===== config.mk =====
export PLATFORM = sky130hd
export DESIGN_NAME = stopwatch_ctrl
export DESIGN_NICKNAME = d
export VERILOG_FILES = /design/src/rtl/stopwatch_pkg.sv /design/src/rtl/stopwatch_ctrl_mod_counter.sv /design/src/rtl/stopwatch_ctrl.sv
export SDC_FILE = /design/constraint.sdc
export NUM_CORES = 1
export LEC_CHECK = 0
export CAP_MARGIN = 20
export CORE_MARGIN = 2
export CORE_UTILIZATION = 42
export DETAILED_ROUTE_END_ITERATION = 8
export PLACE_DENSITY = 0.73
export SYNTH_ARGS = -nofsm -noshare
export SYNTH_HDL_FRONTEND = slang
export SYNTH_SLANG_ARGS = --single-unit

===== constraint.sdc =====
create_clock -name clk -period 1.7 [get_ports clk]
set_input_delay 0.255 -clock clk [delete_from_list [all_inputs] [get_ports clk]]
set_output_delay 0.255 -clock clk [all_outputs]
set_load 0.03 [all_outputs]

===== src/rtl/stopwatch_pkg.sv =====
// Shared definitions for the MM:SS stopwatch: field sizing defaults and the
// externally visible mode encoding.
package stopwatch_pkg;

    localparam int FIELD_W = 6;
    localparam int MAX_SEC = 59;
    localparam int MAX_MIN = 59;

    localparam logic [1:0] MODE_RUN    = 2'd0;
    localparam logic [1:0] MODE_PAUSED = 2'd1;
    localparam logic [1:0] MODE_ADJUST = 2'd2;

    typedef enum logic [1:0] {
        ST_RUN    = MODE_RUN,
        ST_PAUSED = MODE_PAUSED,
        ST_ADJUST = MODE_ADJUST
    } mode_e;

endpackage


===== src/rtl/stopwatch_ctrl_mod_counter.sv =====
// Modulo-(MAX+1) counter with synchronous clear and a carry that flags the
// wrap from MAX back to zero on an increment.
module mod_counter #(
    parameter int W   = 6,
    parameter int MAX = 59
) (
    input  logic         clk,
    input  logic         rst_n,
    input  logic         inc,
    input  logic         clr,
    output logic [W-1:0] value,
    output logic         carry
);

    localparam logic [W-1:0] MAX_V = W'(MAX);

    logic [W-1:0] r_value;

    always_ff @(posedge clk or negedge rst_n) begin
        if (!rst_n) begin
            r_value <= '0;
        end else if (clr) begin
            r_value <= '0;
        end else if (inc) begin
            r_value <= (r_value == MAX_V) ? '0 : r_value + W'(1);
        end
    end

    assign value = r_value;
    assign carry = inc & (r_value == MAX_V);

endmodule


===== src/rtl/stopwatch_ctrl.sv =====
// Stopwatch sequencing: button edge detection, RUN/PAUSED/ADJUST mode,
// adjust-mode blink phase, and the two cascaded time counters.
module stopwatch_ctrl #(
    parameter int FIELD_W = stopwatch_pkg::FIELD_W,
    parameter int MAX_SEC = stopwatch_pkg::MAX_SEC,
    parameter int MAX_MIN = stopwatch_pkg::MAX_MIN
) (
    input  logic               clk,
    input  logic               rst_n,
    input  logic               tick_1hz,
    input  logic               tick_2hz,
    input  logic               tick_blink,
    input  logic               btn_rst,
    input  logic               btn_pause,
    input  logic               btn_sel,
    input  logic               btn_adj,
    output logic [FIELD_W-1:0] minutes,
    output logic [FIELD_W-1:0] seconds,
    output logic               blank_min,
    output logic               blank_sec,
    output logic [1:0]         mode
);

    import stopwatch_pkg::*;

    mode_e r_mode;
    mode_e w_mode_next;
    logic  r_prev_rst;
    logic  r_prev_pause;
    logic  r_pause;
    logic  r_phase;
    logic  w_pause_next;
    logic  w_phase_next;
    logic  w_rst_edge;
    logic  w_pause_edge;
    logic  w_in_run;
    logic  w_in_adj;
    logic  w_sec_inc;
    logic  w_min_inc;
    logic  w_sec_carry;
    logic  w_min_carry;

    always_ff @(posedge clk or negedge rst_n) begin
        if (!rst_n) begin
            r_mode       <= ST_RUN;
            r_prev_rst   <= 1'b0;
            r_prev_pause <= 1'b0;
            r_pause      <= 1'b0;
            r_phase      <= 1'b0;
        end else begin
            r_mode       <= w_mode_next;
            r_prev_rst   <= btn_rst;
            r_prev_pause <= btn_pause;
            r_pause      <= w_pause_next;
            r_phase      <= w_phase_next;
        end
    end

    // Mode follows the post-toggle pause flag so a pause press shows up in
    // mode on the very next cycle; the blink phase only runs while in ADJUST.
    always_comb begin
        w_rst_edge   = btn_rst & ~r_prev_rst;
        w_pause_edge = btn_pause & ~r_prev_pause;
        w_pause_next = r_pause ^ w_pause_edge;
        w_phase_next = 1'b0;
        w_mode_next  = ST_RUN;
        if (btn_adj) begin
            w_mode_next = ST_ADJUST;
        end else if (w_pause_next) begin
            w_mode_next = ST_PAUSED;
        end
        case (r_mode)
            ST_ADJUST: w_phase_next = r_phase ^ tick_blink;
            default:   w_phase_next = 1'b0;
        endcase
    end

    assign w_in_run  = (r_mode == ST_RUN);
    assign w_in_adj  = (r_mode == ST_ADJUST);

    // Clear (button edge) outranks both increment sources inside the counters.
    assign w_sec_inc = (w_in_run & tick_1hz) | (w_in_adj & tick_2hz & ~btn_sel);
    assign w_min_inc = (w_in_run & w_sec_carry) | (w_in_adj & tick_2hz & btn_sel);

    mod_counter #(
        .W   (FIELD_W),
        .MAX (MAX_SEC)
    ) u_sec (
        .clk   (clk),
        .rst_n (rst_n),
        .inc   (w_sec_inc),
        .clr   (w_rst_edge),
        .value (seconds),
        .carry (w_sec_carry)
    );

    mod_counter #(
        .W   (FIELD_W),
        .MAX (MAX_MIN)
    ) u_min (
        .clk   (clk),
        .rst_n (rst_n),
        .inc   (w_min_inc),
        .clr   (w_rst_edge),
        .value (minutes),
        .carry (w_min_carry)
    );

    assign mode      = r_mode;
    assign blank_min = w_in_adj & btn_sel & r_phase;
    assign blank_sec = w_in_adj & ~btn_sel & r_phase & ~w_min_carry;

endmodule


* Yosys cells after proc, flatten, opt, wreduce, memory -nomap -nowiden
Cells that the tools add are included.
** Word-level totals
- Flip-flop bits (word level) :: 18
- Bits of input ports :: 9
- Output and inout port bits :: 16
- Logic and storage cells :: 46
** Operators by class
- Add/subtract/negate cells :: 2
- Equal/unequal tests :: 3
- Mux-type cells :: 9
- Bitwise gates (word level) :: 22
- Reduce and logical (&&, ||, !) cells :: 3
** Operators by type and width (number)
- $mux W6 :: 6
- $and A1 B1 Y1 :: 14
- $add A6 B1 Y6 const B :: 2
- $eq A6 B6 Y1 const B :: 2
- $not A1 Y1 :: 4
- $reduce_bool A2 Y1 :: 2
- $eq A2 B2 Y1 const B :: 1
- $logic_not A2 Y1 :: 1
- $mux W1 :: 2
- $mux W2 :: 1
- $or A1 B1 Y1 :: 2
- $xor A1 B1 Y1 :: 2

* Longest topological paths before layout
Gate-level depths: netlist of run 1.
- Depth after elaboration :: 10
- Mapped depth :: 6
- Depth with buffers taken out :: 5

* By module
Synthesis of run 1 repeated with hierarchy kept, for this count alone.
** Second synthesis, totals
- Cell total of the unflattened synthesis :: 88
- Area, all modules :: 935.9 um^2
** Modules (own cells, without submodules)
- mod_counter :: instances 2, cells an instance 33, area each 329.1 um^2, seq. area each 150.1 um^2
- stopwatch_ctrl :: instances 1, cells an instance 22, area each 277.8 um^2, seq. area each 150.1 um^2

* Worst setup path before layout of run 1
OpenSTA, ideal clock, no wires.
- Kind :: reg-to-reg
- From :: reg u_sec.r_value[0] (netlist: u_sec.value[0])
- To :: reg u_min.r_value[3] (netlist: u_min.value[3])
- Arrival time :: 1.938 ns
- Data required time :: 1.622 ns
- Path slack :: -0.316 ns
- Stages on the path, launching flop included :: 7
- Path buffers :: 1
- Cells stage by stage :: dfrtp_1 ha_1 nand3b_4 o31a_1 buf_6 or4_1 a21oi_1
** On the way
- Word-level cells in the longest chain between the ends :: 5
** RTL lines
- start, declared :: RTL line stopwatch_ctrl_mod_counter.sv:17 : logic [W-1:0] r_value;
- start signal, assigned :: RTL line stopwatch_ctrl_mod_counter.sv:25 : r_value <= (r_value == MAX_V) ? '0 : r_value + W'(1);
- $eq A6 B6 Y1 :: RTL line stopwatch_ctrl_mod_counter.sv:30 : assign carry = inc & (r_value == MAX_V);
- $and A1 B1 Y1 :: RTL line stopwatch_ctrl_mod_counter.sv:30
- $and A1 B1 Y1 :: RTL line stopwatch_ctrl.sv:83 : assign w_min_inc = (w_in_run & w_sec_carry) | (w_in_adj & tick_2hz & btn_sel);
- $or A1 B1 Y1 :: RTL line stopwatch_ctrl.sv:83
- $reduce_bool A2 Y1 (no source line)
- end signal, assigned :: RTL line stopwatch_ctrl_mod_counter.sv:25
- end, declared :: RTL line stopwatch_ctrl_mod_counter.sv:17
Every way passes these cells.
A chain may end at the register's enable or synchronous reset.

* Worst setup path in the final report of run 1
- From :: reg u_min.r_value[5] (netlist: u_min.value[5])
- To :: out minutes[5]
** RTL lines
- end, declared :: RTL line stopwatch_ctrl.sv:17 : output logic [FIELD_W-1:0] minutes,
No word-level cell between the ends.

==> flow_metrics.py, run 1 <==
metrics = {
    "outcome": {
        "outcome": "finished clean",
    },
    "floorplanning": {
        "pin_count": 25,
        "die_y_microns": 51.9,
        "initial_utilization_pct": 44.0,
        "core_area_sq_mm": 0.00219,
        "die_area_sq_mm": 0.00270,
        "row_count": 17,
        "die_x_microns": 51.9,
    },
    "drt": {
        "vias": 948,
        "dr.pass1.iters": 4,
        "drt_iter0_markers": 14,
        "wl_microns": 2450,
        "drc": 0,
        "drtAntennaViolNets": 0,
        "via_per_inst": 5.58,
        "post_drt_wl_per_cell_microns": 14.4,
    },
    "global_routing": {
        "gr-usage-met3_pct": 3.74,
        "grt_pass1_vias": 895,
        "use_met1_pct": 25.1,
        "grtUsageMet2_pct": 33.1,
        "antenna_found_initial": 0,
        "gr-total-overflow": 0,
        "grt_start_max_net_pins": 19,
        "grt_first_pass_wirelength_microns": 3960,
        "globalRoute.busiestLayer": "met2",
        "gr-usage-all-layers_pct": 19.7,
    },
    "synthesis": {
        "synth_cell_types": 34,
        "netlist.area_leader.share_pct": 46.7,
        "seq_area_frac_synth_pct": 46.7,
        "synth_compound_area_share_pct": 17.6,
        "synth_area_leaders": "dfrtp_1 47%, nand2_1 3.9%, mux2i_1 3.1%, nand3_1 3.1%, nor2_1 3.1%",
        "syn_inst": 98,
        "synthSimpleGateAreaFrac_pct": 25.0,
        "netlist_area_sq_um": 965,
        "yosys.area_share.adder_pct": 2.59,
        "synth_top_area_cell": "dfrtp_1",
        "synth_top_family_by_area": "simple AND/OR/NAND/NOR gates",
        "ys_ff_latch": 18,
        "muxShareOfSynthArea_pct": 3.11,
        "synth_xor_area_share_pct": 1.82,
        "avgSynthCellArea_sq_um": 9.84,
        "synthesis.nets": 109,
        "synth.yosys.warnings": 0,
    },
    "power": {
        "vdd_drop_max_mv": 0.719,
        "powerDensity_mw_per_mm2": 904,
        "sequentialPowerShare_pct": 42.1,
        "p_comb_share_pct": 37.6,
        "swShare_pct": 33.4,
        "internal-power_w": 0.000870,
        "leakagePower_nw": 0.710,
        "clockPowerShare_pct": 20.3,
        "power_switching_w": 0.000437,
    },
    "clock_network": {
        "clkSinkCount": 18,
        "hold_buffers": 0,
        "root_buffer": "clkbuf_4",
        "clk_path_buf_depth": 2,
        "htreeDepth": 1,
        "clk_pin_slew_worst_paths_ns": 0.11,
        "cts_inserted_buffers": 3,
        "cts_tree": "done",
        "clk_latency_ns": 0.30,
    },
    "critical_path": {
        "crit_arrival_ns": 1.40,
        "critical-path-max-stage-delay_ns": 0.69,
        "crit_path_end_kind": "primary output",
        "path_max_fanout": 4,
        "path_cells": "clkdlybuf4s50_1",
        "critPathRequiredTime_ns": 1.44,
        "path_class": "flop to primary output",
        "cp_slowest_cell": "clkdlybuf4s50_1",
        "critPathLaunchType": "flop",
        "cp_top_family": "buffers and inverters",
        "cp_num_buf_inv": 1,
    },
    "flow_run": {
        "maxCapViolations": 0,
    },
    "placed_design": {
        "port-buffer-count": 24,
        "gp_congestion": 0.866,
        "pre_cts_ws_ns": -0.163,
        "hpwl_microns": 1710,
        "dp.cells": 160,
    },
    "timing": {
        "setup_tns_ns": 0,
        "finClkSkew_ns": 0.00680,
        "final_hold_viol_count": 0,
        "setup_viol": 0,
        "fin_crit_sh_pct": 97.1,
        "tightest_slew_ns": 0.333,
        "holdWs_ns": 0.268,
        "drv_slew": 0,
        "max_freq_mhz": 606,
        "min_period_ns": 1.65,
        "max_slew_margin_pct": 77.8,
        "fin_ws_ns": 0.0496,
    },
    "final_layout": {
        "stdcell_count": 170,
        "seq_area_sq_um": 458,
        "final_cell_mix": "22 x buf_4, 12 x clkdlybuf4s50_1, 12 x dfrtp_1, 10 x nand2_1, 8 x nor2_1",
        "final_common_cell": "buf_4",
        "fin_util_pct": 66.0,
        "layout-drive-gt1-share_pct": 30.3,
        "multi_input_area_sq_um": 518,
        "nNetsFinal": 154,
        "area_growth_pct": 49.9,
        "nFillCells": 182,
        "diodes": 0,
    },
    "min_path": {
        "hold_path.class": "input pin to async pin",
    },
}
timing repair:
item,CTS,global route
resized for setup,6,10
endpoints found under the setup margin,7,14
setup buffers,0,6
worst paths after layout:
path,cells past startpoint,slack (ns),to,start
worst max-delay path,1,0.05,minutes[5],u_min.value[5]
worst min-delay path,2,0.27,r_prev_rst,rst_n
worst max register to register,5,0.10,u_min.value[3],u_sec.value[1]
worst min register to register,1,0.50,r_pause,r_pause
max in group asynchronous,2,1.21,u_sec.value[3],rst_n
min in group clk,1,0.41,r_prev_pause,btn_pause
power groups by stage:
stage | registers (W) | logic (W) | clock network [W]
after floorplan | 0.000634 | 0.000153 | 0
after global placement | 0.000566 | 0.000396 | 0
after detailed placement | 0.000575 | 0.000405 | 0
after CTS | 0.000567 | 0.000397 | 0.000269
after global routing | 0.000557 | 0.000532 | 0.000300
final | 0.000550 | 0.000491 | 0.000266
Yosys cell counts, drive strengths merged:
cell type	instances
a21oi	5
or3	1
xnor2	1
nor3	3
o21ai	3
or2	1
or4	2
o31ai	2
nand2	10
nor2	8
nor2b	3
dfrtp	18
a311o	1
a32o	1
ha	2
buf	2
a211oi	2
o32a	1
inv	2
xor2	1
and3	1
a311oi	2
mux2i	3
and2	1
clkbuf	2
nand2b	4
or4b	1
o211ai	2
nand3	6
nand3b	3
a41oi	2
o31a	2
registers in the layout, summed over array words and instances, names as in the netlist:
name,count
u_sec.value,6
r_phase,1
r_prev_pause,1
r_pause,1
mode,2
u_min.value,6
r_prev_rst,1
cell type report:
| cell class | instances | area share (%) |
|---|---|---|
| inverters | 2 | 0.519 |
| flip-flops and latches | 18 | 31.7 |
| multi-input cells | 74 | 35.8 |
| repair buffers | 44 | 27.1 |
| clock buffers | 4 | 2.51 |
| well taps | 28 | 2.42 |
cells by family after synthesis:
| kind of cell | Yosys count |
|---|---|
| buffers and inverters | 6 |
| and+or+nand+nor | 44 |
| DFF | 18 |
| AOI/OAI and AO/OA | 23 |
| muxes | 3 |
| adders and majority gates | 2 |
| xor gates and xnor gates | 2 |
metrics by stage:
stage | total power, W | cell area, sq um
global route | 0.00139 | 1450
global placement | 0.000962 | 1340
floorplan | 0.000788 | 983
CTS | 0.00123 | 1370
detailed placement | 0.000980 | 1340
finish | 0.00131 | 1450
per-layer routing:
metal | wire length [microns] | vias to the layer above
li1 | - | 448
met1 | 1070 | 470
met2 | 1250 | 26
met3 | 116 | 4
met4 | 19 | 0
met5 | 0 | -
(Power assumes the default switching activity.)
==> run 2: changes to the inputs <==
HOLD_SLACK_MARGIN = 0.08   (was unset)
SLEW_MARGIN = 20   (was unset)
==> results of run 2 <==
No change in the layout: final DEF, timing and power equal those of run 1.
==> run 3: changes to the inputs <==
CORE_MARGIN = unset   (was 2)
==> run 3 against run 2 <==
Combinational power is 9.2% lower. Design area is 3.5% lower. Non-clock buffer count is 5 lower. First-iteration DRC count grew to 2.8 times the previous value. Utilization is 1.7 points higher. Flip-flop and latch count stayed put. Clock skew is 0.0039 ns lower. Global-route usage is 1.6 points higher. Critical path type unchanged.
==> flow_metrics.py, run 3 (synthesized netlist as in run 1, its figures left out) <==
metrics = {
    "global_routing": {
        "grt_first_pass_wirelength_microns": 3980,
        "gr-total-overflow": 0,
        "antenna_found_initial": 0,
        "grt_pass1_vias": 844,
        "gr-usage-all-layers_pct": 21.4,
        "grt_start_max_net_pins": 19,
    },
    "final_layout": {
        "diodes": 0,
        "stdcell_area_sq_mm": 0.00140,
        "layout-drive-gt1-share_pct": 26.3,
        "final_cell_mix": "17 x buf_4, 11 x dfrtp_1, 10 x nand2_1, 10 x clkdlybuf4s50_1, 8 x nor2_1",
        "area_growth_pct": 44.7,
        "nNetsFinal": 149,
        "final_common_cell": "buf_4",
    },
    "drt": {
        "wl_microns": 2460,
        "vias": 952,
        "dr.pass1.iters": 4,
        "drt_iter0_markers": 39,
        "drtAntennaViolNets": 0,
        "post_drt_wl_per_cell_microns": 15.0,
        "drc": 0,
        "via_per_inst": 5.80,
    },
    "placed_design": {
        "hpwl_microns": 1640,
        "gp_congestion": 0.903,
        "placed_area_sq_mm": 0.00133,
        "port-buffer-count": 24,
    },
    "clock_network": {
        "cts_inserted_buffers": 3,
        "cts_tree": "done",
        "root_buffer": "clkbuf_4",
        "clk_path_buf_depth": 2,
        "clkSinkCount": 18,
        "htreeDepth": 1,
        "hold_buffers": 0,
        "clk_latency_ns": 0.29,
        "clk_pin_slew_worst_paths_ns": 0.11,
    },
    "timing": {
        "finClkSkew_ns": 0.00286,
        "rsz0062_at_grt": "true",
        "setup_viol": 0,
        "min_period_ns": 1.65,
        "tightest_slew_ns": 0.327,
        "drv_slew": 0,
        "max_freq_mhz": 607,
        "setup_tns_ns": 0,
        "fin_crit_sh_pct": 96.9,
        "max_slew_margin_pct": 78.1,
        "holdWs_ns": 0.288,
        "final_hold_viol_count": 0,
    },
    "critical_path": {
        "cp_top_family": "buffers and inverters",
        "crit_arrival_ns": 1.39,
        "cp_slowest_cell": "clkdlybuf4s50_1",
        "cp_num_buf_inv": 1,
        "path_max_fanout": 4,
        "path_class": "flop to primary output",
        "path_cells": "clkdlybuf4s50_1",
        "crit_path_end_kind": "primary output",
        "critical-path-max-stage-delay_ns": 0.68,
        "critPathRequiredTime_ns": 1.44,
        "critPathLaunchType": "flop",
    },
    "power": {
        "sequentialPowerShare_pct": 43.0,
        "powerDensity_mw_per_mm2": 901,
        "vdd_drop_max_mv": 0.845,
        "p_comb_share_pct": 35.5,
        "swShare_pct": 34.3,
        "leakagePower_nw": 0.692,
        "power_switching_w": 0.000431,
        "clockPowerShare_pct": 21.5,
        "internal-power_w": 0.000827,
    },
    "floorplanning": {
        "row_count": 16,
        "initial_utilization_pct": 46.8,
        "die_y_microns": 49.9,
        "die_x_microns": 49.9,
        "pin_count": 25,
        "core_area_sq_mm": 0.00206,
        "die_area_sq_mm": 0.00249,
    },
    "min_path": {
        "hold_path.class": "input pin to async pin",
    },
    "outcome": {
        "outcome": "finished clean",
    },
    "flow_run": {
        "maxCapViolations": 0,
    },
}
run 3: cell type report:
| type | instances | area, sq um |
|---|---|---|
| inverter | 2 | 7.51 |
| fill | 176 | 666 |
| timing repair buffer | 39 | 355 |
| tap | 27 | 33.8 |
| sequential | 18 | 459 |
| multi-input combinational | 74 | 504 |
| clock buffer | 4 | 36.3 |
run 3: path summary, 6_finish.rpt:
kind | start | cells after the start | to | slack (ns)
worst max-delay path | u_sec.value[0] | 1 | seconds[0] | 0.05
worst max register to register | u_sec.value[0] | 5 | u_min.value[0] | 0.08
worst min-delay path | rst_n | 2 | u_min.value[5] | 0.29
min in group clk | btn_adj | 1 | mode[1] | 0.41
worst min register to register | r_pause | 1 | r_pause | 0.47
max in group asynchronous | rst_n | 2 | u_min.value[2] | 1.20
run 3: power by group through the flow:
stage	Combinational, W	Clock, W	Sequential [W]
6_report	0.000446	0.000271	0.000541
4_1_cts	0.000432	0.000277	0.000543
2_1_floorplan	0.000153	0	0.000634
5_1_grt	0.000485	0.000296	0.000549
3_5_place_dp	0.000421	0	0.000562
3_3_place_gp	0.000413	0	0.000560
run 3: metal layers:
layer	global-route usage, %	routed length, microns	vias to the layer above
li1	-	-	441
met1	30.4	1140	471
met2	33.1	1170	38
met3	4.01	135	2
met4	5.24	13	0
met5	0	0	-
run 3: repair_timing:
action / 4_1_cts / 5_1_grt
cloned: 0 / 0
setup endpoints to repair: 8 / 13
buffers inserted: 1 / 1
gates resized for setup: 7 / 9
run 3: through the flow:
step | utilization (%) | power (W) | cells | worst slack [ns]
2_1_floorplan | - | 0.000788 | 98 | -0.0113
4_1_cts | 66.2 | 0.00125 | 163 | 0.00751
6_report | 67.7 | 0.00126 | 164 | 0.0526
3_5_place_dp | 64.4 | 0.000983 | 158 | -0.144
3_3_place_gp | 64.4 | 0.000972 | 158 | -0.106
5_1_grt | 67.7 | 0.00133 | 164 | -0.0493
